<file path="src/rtl/pe_pkt_gen.sv">
// NoC packetizer: round-robin filter/ifmap source arbitration, 33-bit packet
// build with type/dest/src header, and a programmable post-send injection gap.
module pe_pkt_gen #(
    parameter int         WIDTH        = 33,
    parameter int         FILTER_WIDTH = 8,
    parameter int         IFMAP_WIDTH  = 1,
    parameter logic [3:0] SRC_ADDR     = 4'b0000,
    parameter int         GAP          = 1
) (
    input  logic                      clk,
    input  logic                      rst_n,
    input  logic                      filt_valid,
    output logic                      filt_ready,
    input  logic [3*FILTER_WIDTH-1:0] filt_data,
    input  logic [3:0]                filt_dest,
    input  logic                      ifmap_valid,
    output logic                      ifmap_ready,
    input  logic [9*IFMAP_WIDTH-1:0]  ifmap_data,
    input  logic [3:0]                ifmap_dest,
    output logic                      pkt_valid,
    input  logic                      pkt_ready,
    output logic [WIDTH-1:0]          pkt_data,
    output logic [15:0]               pkt_count
);

    typedef enum logic [1:0] {
        ST_IDLE,
        ST_SEND,
        ST_GAP
    } state_t;

    localparam logic [3:0] GAP_INIT = 4'(GAP);

    state_t           state, state_d;
    logic [3:0]       gap_cnt, gap_d;
    logic             last_ifmap, last_d;
    logic             valid_d;
    logic [WIDTH-1:0] data_d;
    logic [15:0]      count_d;
    logic [WIDTH-1:0] filt_pkt;
    logic [WIDTH-1:0] ifmap_pkt;

    assign filt_pkt  = WIDTH'({1'b0, filt_dest, SRC_ADDR, 24'(filt_data)});
    assign ifmap_pkt = WIDTH'({1'b1, ifmap_dest, SRC_ADDR, 24'(ifmap_data)});

    // Readies are only offered from IDLE and never while reset is held.
    always_comb begin
        filt_ready  = 1'b0;
        ifmap_ready = 1'b0;
        if (rst_n && state == ST_IDLE) begin
            filt_ready  = filt_valid & (~ifmap_valid | last_ifmap);
            ifmap_ready = ifmap_valid & (~filt_valid | ~last_ifmap);
        end
    end

    always_comb begin
        state_d = state;
        gap_d   = gap_cnt;
        last_d  = last_ifmap;
        valid_d = pkt_valid;
        data_d  = pkt_data;
        count_d = pkt_count;
        unique case (state)
            ST_IDLE: begin
                if (filt_ready) begin
                    data_d  = filt_pkt;
                    valid_d = 1'b1;
                    last_d  = 1'b0;
                    state_d = ST_SEND;
                end else if (ifmap_ready) begin
                    data_d  = ifmap_pkt;
                    valid_d = 1'b1;
                    last_d  = 1'b1;
                    state_d = ST_SEND;
                end
            end
            ST_SEND: begin
                if (pkt_ready) begin
                    valid_d = 1'b0;
                    count_d = pkt_count + 16'd1;
                    if (GAP == 0) begin
                        state_d = ST_IDLE;
                    end else begin
                        state_d = ST_GAP;
                        gap_d   = GAP_INIT;
                    end
                end
            end
            ST_GAP: begin
                if (gap_cnt <= 4'd1) begin
                    gap_d   = 4'd0;
                    state_d = ST_IDLE;
                end else begin
                    gap_d = gap_cnt - 4'd1;
                end
            end
            default: begin
                state_d = ST_IDLE;
                gap_d   = 4'd0;
                valid_d = 1'b0;
            end
        endcase
    end

    always_ff @(posedge clk or negedge rst_n) begin
        if (!rst_n) begin
            state      <= ST_IDLE;
            gap_cnt    <= 4'd0;
            last_ifmap <= 1'b1;
            pkt_valid  <= 1'b0;
            pkt_data   <= '0;
            pkt_count  <= 16'd0;
        end else begin
            state      <= state_d;
            gap_cnt    <= gap_d;
            last_ifmap <= last_d;
            pkt_valid  <= valid_d;
            pkt_data   <= data_d;
            pkt_count  <= count_d;
        end
    end

endmodule

</file>
<file path="config.mk">
export PLATFORM = sky130hd
export DESIGN_NAME = pe_pkt_gen
export DESIGN_NICKNAME = d
export VERILOG_FILES = /design/src/rtl/pe_pkt_gen.sv
export SDC_FILE = /design/constraint.sdc
export NUM_CORES = 1
export LEC_CHECK = 0
export BUFFER_PORTS_ARGS = -buffer_cell sky130_fd_sc_hd__buf_2
export CORE_MARGIN = 8
export CORE_UTILIZATION = 40
export CTS_CLUSTER_DIAMETER = 100
export DETAILED_ROUTE_END_ITERATION = 12
export GPL_TIMING_DRIVEN = 0
export PLACE_DENSITY = 0.72
export SETUP_SLACK_MARGIN = 0.4
export SKIP_LAST_GASP = 1
export SLEW_MARGIN = 10
export SYNTH_ARGS = -nofsm -noshare
export SYNTH_HDL_FRONTEND = slang
export SYNTH_SLANG_ARGS = --single-unit
</file>
<file path="constraint.sdc">
create_clock -name clk -period 2 [get_ports clk]
set_input_delay 0.1 -clock clk [delete_from_list [all_inputs] [get_ports clk]]
set_output_delay 0.1 -clock clk [all_outputs]
set_load 0.02 [all_outputs]
</file>
== Yosys cells after proc, flatten, opt, wreduce, memory -nomap -nowiden ==
Index checks and enable logic that the tools add are counted.
Word-level totals
  output and inout port bits: 52
  register bits after elaboration: 57
  word-level logic and storage cells: 48
Operators by class
  order comparisons: 1
  bitwise gates (word level): 9
  equality and inequality tests: 5
  add/subtract/negate cells: 2
  multiplexer cells: 17
  reductions and logical operators: 8
Operator list (number)
  $mux 33: 2
  $add 16x1->16 const B: 1
  $pmux 4 s3: 1
  $mux 2: 4
  $mux 4: 2
  $mux 1: 6
  $pmux 2 s3: 1
  $reduce_and 2->1: 3
  $reduce_and 3->1: 2
  $not 1->1: 5
  $le 4x1->1 const B: 1
  $ne 2x2->1 const B: 2
  $sub 4x1->4 const B: 1
  $ne 3x3->1 const B: 1
  $pmux 1 s3: 1
  $and 1x1->1: 2
  $eq 2x1->1 const B: 1
  $eq 2x2->1 const B: 1
  $logic_not 2->1: 1
  $or 1x1->1: 2
  $reduce_bool 2->1: 1
  $logic_and 1x1->1: 1

== Longest topological paths before layout ==
  depth in word-level cells: 7
  gate-level depth with buffers: 8
  gate-level depth less buffers: 6

== Worst setup path before layout ==
Ideal clock, no wire load.
  path type: register to register
  start: register state[0]
  end: register state[0]
  setup slack: 430 ps
  clock period less this slack: 1570 ps
  data required time: 1873 ps
  cell stages (with the launch flop): 8
  buffers on the path: 1
  arrival: 1443 ps
  cells stage by stage: dfrtp_1 inv_1 ha_1 buf_4 o211ai_2 a21oi_1 nand2_1 mux2_1
Between the ends
  longest elaborated chain between the ends: 5
Ends and longest elaborated chain
  from (decl): RTL line 34  | state_t state, state_d;
  from (signal assigned): RTL line 114  | state <= state_d;
  $logic_not 2->1: RTL line 50, 63
  $logic_and 1x1->1: RTL line 50  | if (rst_n && state == ST_IDLE) begin
  $mux 1: RTL line 50
  $ne 3x3->1 (no source line) or $mux 2 (tied branches)
  $reduce_and 3->1 (no source line) or $pmux 2 s3 (tied branches)
Several ways; a longest one is shown, not always the timed one.
A chain may end at the register's enable or synchronous reset.

== Final worst setup path ==
  start: register state[0]
  end: register pkt_data[7]
Between the ends
  longest elaborated chain between the ends: 5
Ends and longest elaborated chain
  $logic_not 2->1 (*): RTL line 50, 63
  $logic_and 1x1->1: RTL line 50
  $mux 1: RTL line 50
  $reduce_bool 2->1 (no source line)
  $reduce_and 2->1 (no source line)
  to (signal assigned): RTL line 118  | pkt_data <= data_d;
  to (decl): RTL line 22  | output logic [WIDTH-1:0] pkt_data,
Every way passes the cells marked *; elsewhere a longest branch is shown, timed or not.

==> results_dict.tcl <==
set metrics [dict create \
    finalHoldWorstSlack_ns -0.162 \
    fin_ws_ns 0.301 \
    dr.pass1.iters 4 \
    synthTopCellsByArea "dfrtp_1 (53%), a22o_1 (5.4%), mux2i_1 (5.3%)" \
    status "finished with violations" \
    slew_headroom_pct 52.5 \
    regArea_um2 1330 \
    skew_ns 0.00914 \
    r2r-end "pkt_data[7]" \
    endpoint "pkt_data[7]" \
    grt_start_max_net_pins 57 \
    power_density_nw_per_um2 1350 \
    nets 377 \
    irDropWorstVdd_v 0.000808 \
    grt_pass1_vias 2043 \
    critPathArrivalTime_ns 1.87 \
    drive_gt1_share_pct 47.2 \
    cp_max_fo 6 \
    path_class "reg2reg" \
    min_period_over_period_pct 85.0 \
    die-height_um 94 \
    dieWidth_um 94 \
    track_usage_pct 13.6 \
    drv_slew 0 \
    final_util_pct 57.3 \
    preCtsSetupSlack_ns -0.272 \
    vias 1968 \
    gp_congestion 0.784 \
    setup_tns_ns 0 \
    worstRegToRegCells 9 \
    yosys_warnings 0 \
    synthCells 205 \
    maxCapViolCount 0 \
    antenna_found_initial 0 \
    fin_area_um2 3370 \
    finalSetupViolCount 0 \
    rsz0062_at_grt "yes" \
    multi_input_area_um2 1100 \
    violations "hold timing" \
    boundaryPins 98 \
    wl_um 6080 \
    cts_tree "done" \
    fin_cells 399 \
    cts_buffer_depth 2 \
    synth_edf_count 0 \
    final_cell_mix "buf_2 (91), dfrtp_1 (52), nand2_1 (20), buf_4 (17), a22o_1 (15)" \
    clock_latency_ns 0.30 \
    core_um2 5890 \
    detailed_place_hpwl_um 4510 \
    drc_errors 0 \
    cts.sinks 53 \
    synth_top_area_share_pct 53.5 \
    grt_pass1_wl_um 9830 \
    synth_area_um2 2430 \
    n_fill_cell 508 \
    rrSetupSlack_ns 0.30 \
    timing.rr.start "state[0]" \
    start_util_pct 41.3 \
    drtAntennaViolNets 0 \
    rows 28 \
    path_clk_slew_ns 0.10 \
    ys_types 45 \
    total_power_mw 4.56 \
    dp.cells 376 \
    seq_area_frac_synth_pct 54.6 \
    overflow 0 \
    die-area_um2 8840 \
    tightest_slew_ns 0.713 \
    finalCriticalPeriod_ns 1.70 \
    cp-start-kind "register" \
    worstPathRequired_ns 2.18 \
    async_reset_ff_share_pct 100 \
    final_common_cell "buf_2" \
    cts_made_buffers 5 \
    dpl_cell_area_um2 3000 \
    vias_per_cell 4.93 \
    area_growth_pct 38.6 \
    diodes 0 \
    p_leak_nw 1.73 \
    synth_largest_area_cell "dfrtp_1" \
    critPathCaptureType "register" \
    cp-startpoint "state[0]" \
    fmax_mhz 588 \
    hold_viol_final 52 \
    port_buffers 93 \
    worstHoldPathType "in2async" \
    root_buffer "clkbuf_8" \
    h-tree-depth 2 \
    wl_per_cell_um 15.2 \
    ys_seq_elements 53 \
    drt_iter0_markers 45 \
    ys.flop_type "dfrtp_1" \
    avgSynthCellArea_um2 11.9 \
]
-- Yosys cell counts, types with 2 or more instances --
master	n
buf_2	2
xor2_1	3
mux2_1	2
inv_1	6
nand2_1	20
mux2i_1	13
o21ai_0	2
buf_4	7
ha_1	8
a21oi_1	3
nand3_2	2
clkbuf_1	3
o21ai_1	14
nor2_1	3
a22o_1	15
and3_1	3
xnor2_1	12
dfrtp_1	52
or3_1	2
nand3_1	8
-- repair_timing --
item                                    CTS  global route
setup buffers                             9             6
pin swaps                                 2             5
resized for setup                        27            10
endpoints found under the setup margin   44            40
endpoints found under the hold margin    52            52
-- worst max-delay path: stages (launching register included) --
cell and delay [ns]:
dfrtp_1 0.41, inv_2 0.08, ha_4 0.13, buf_6 0.12
nand3_4 0.08, a21oi_4 0.21, buf_6 0.13, buf_8 0.10
mux2i_2 0.22, o21ai_1 0.09
-- per-layer routing --
layer	part of all wire, %	up-vias	global-route usage (%)	wire length [um]
met3	10	6	4.80	626
met2	45	80	22.7	2760
met5	0	-	0	0
met4	0.74	0	2.77	45
met1	44	922	16.6	2650
li1	-	960	-	-
-- how the worst min path moves through the flow --
stage | startpoint | cells after the start | slack (ns) | endpoint
after detailed placement | filt_data[19] | 2 | 0.33 | pkt_data[19]
after floorplan | rst_n | 0 | -0.20 | gap_cnt[0]
after global routing | rst_n | 1 | -0.10 | pkt_data[17]
final | rst_n | 1 | -0.16 | pkt_data[15]
after CTS | rst_n | 1 | -0.13 | pkt_data[15]
after global placement | filt_data[20] | 2 | 0.32 | pkt_data[20]
-- final cells by class --
type / count / area share [%]
Clock inverter: 2 / 1.11
Tap cell: 75 / 2.78
Clock buffer: 6 / 2.45
Buffer: 12 / 2.97
Multi-Input combinational cell: 137 / 32.8
Timing Repair Buffer: 108 / 17.9
Sequential cell: 53 / 39.4
Inverter: 6 / 0.668
-- kinds of logic (layout without fill, tap and decap cells) --
logic type | count (synthesis) | count (layout) | synth area share (%)
flops | 53 | 53 | 54.6
xor+xnor | 15 | 15 | 5.40
simple gates | 50 | 50 | 12.2
buf+inv | 18 | 134 | 3.96
fa+ha+maj | 8 | 8 | 4.11
other cells | 1 | 4 | 0.154
mux | 16 | 16 | 6.73
compound gates | 44 | 44 | 12.9
-- flip-flops by register name, indices dropped and copies added, names as in the netlist --
name        cells
pkt_count      16
state           2
pkt_data       29
pkt_valid       1
gap_cnt         4
last_ifmap      1
-- power breakdown --
| part | total (mW) | internal, mW | switching [mW] |
|---|---|---|---|
| Clock | 0.752 | 0.407 | 0.344 |
| Combinational | 2.12 | 0.913 | 1.21 |
| Sequential | 1.69 | 1.45 | 0.236 |
| Total | 4.56 | 2.77 | 1.79 |
No activity file was read; power rests on OpenSTA's default activity.
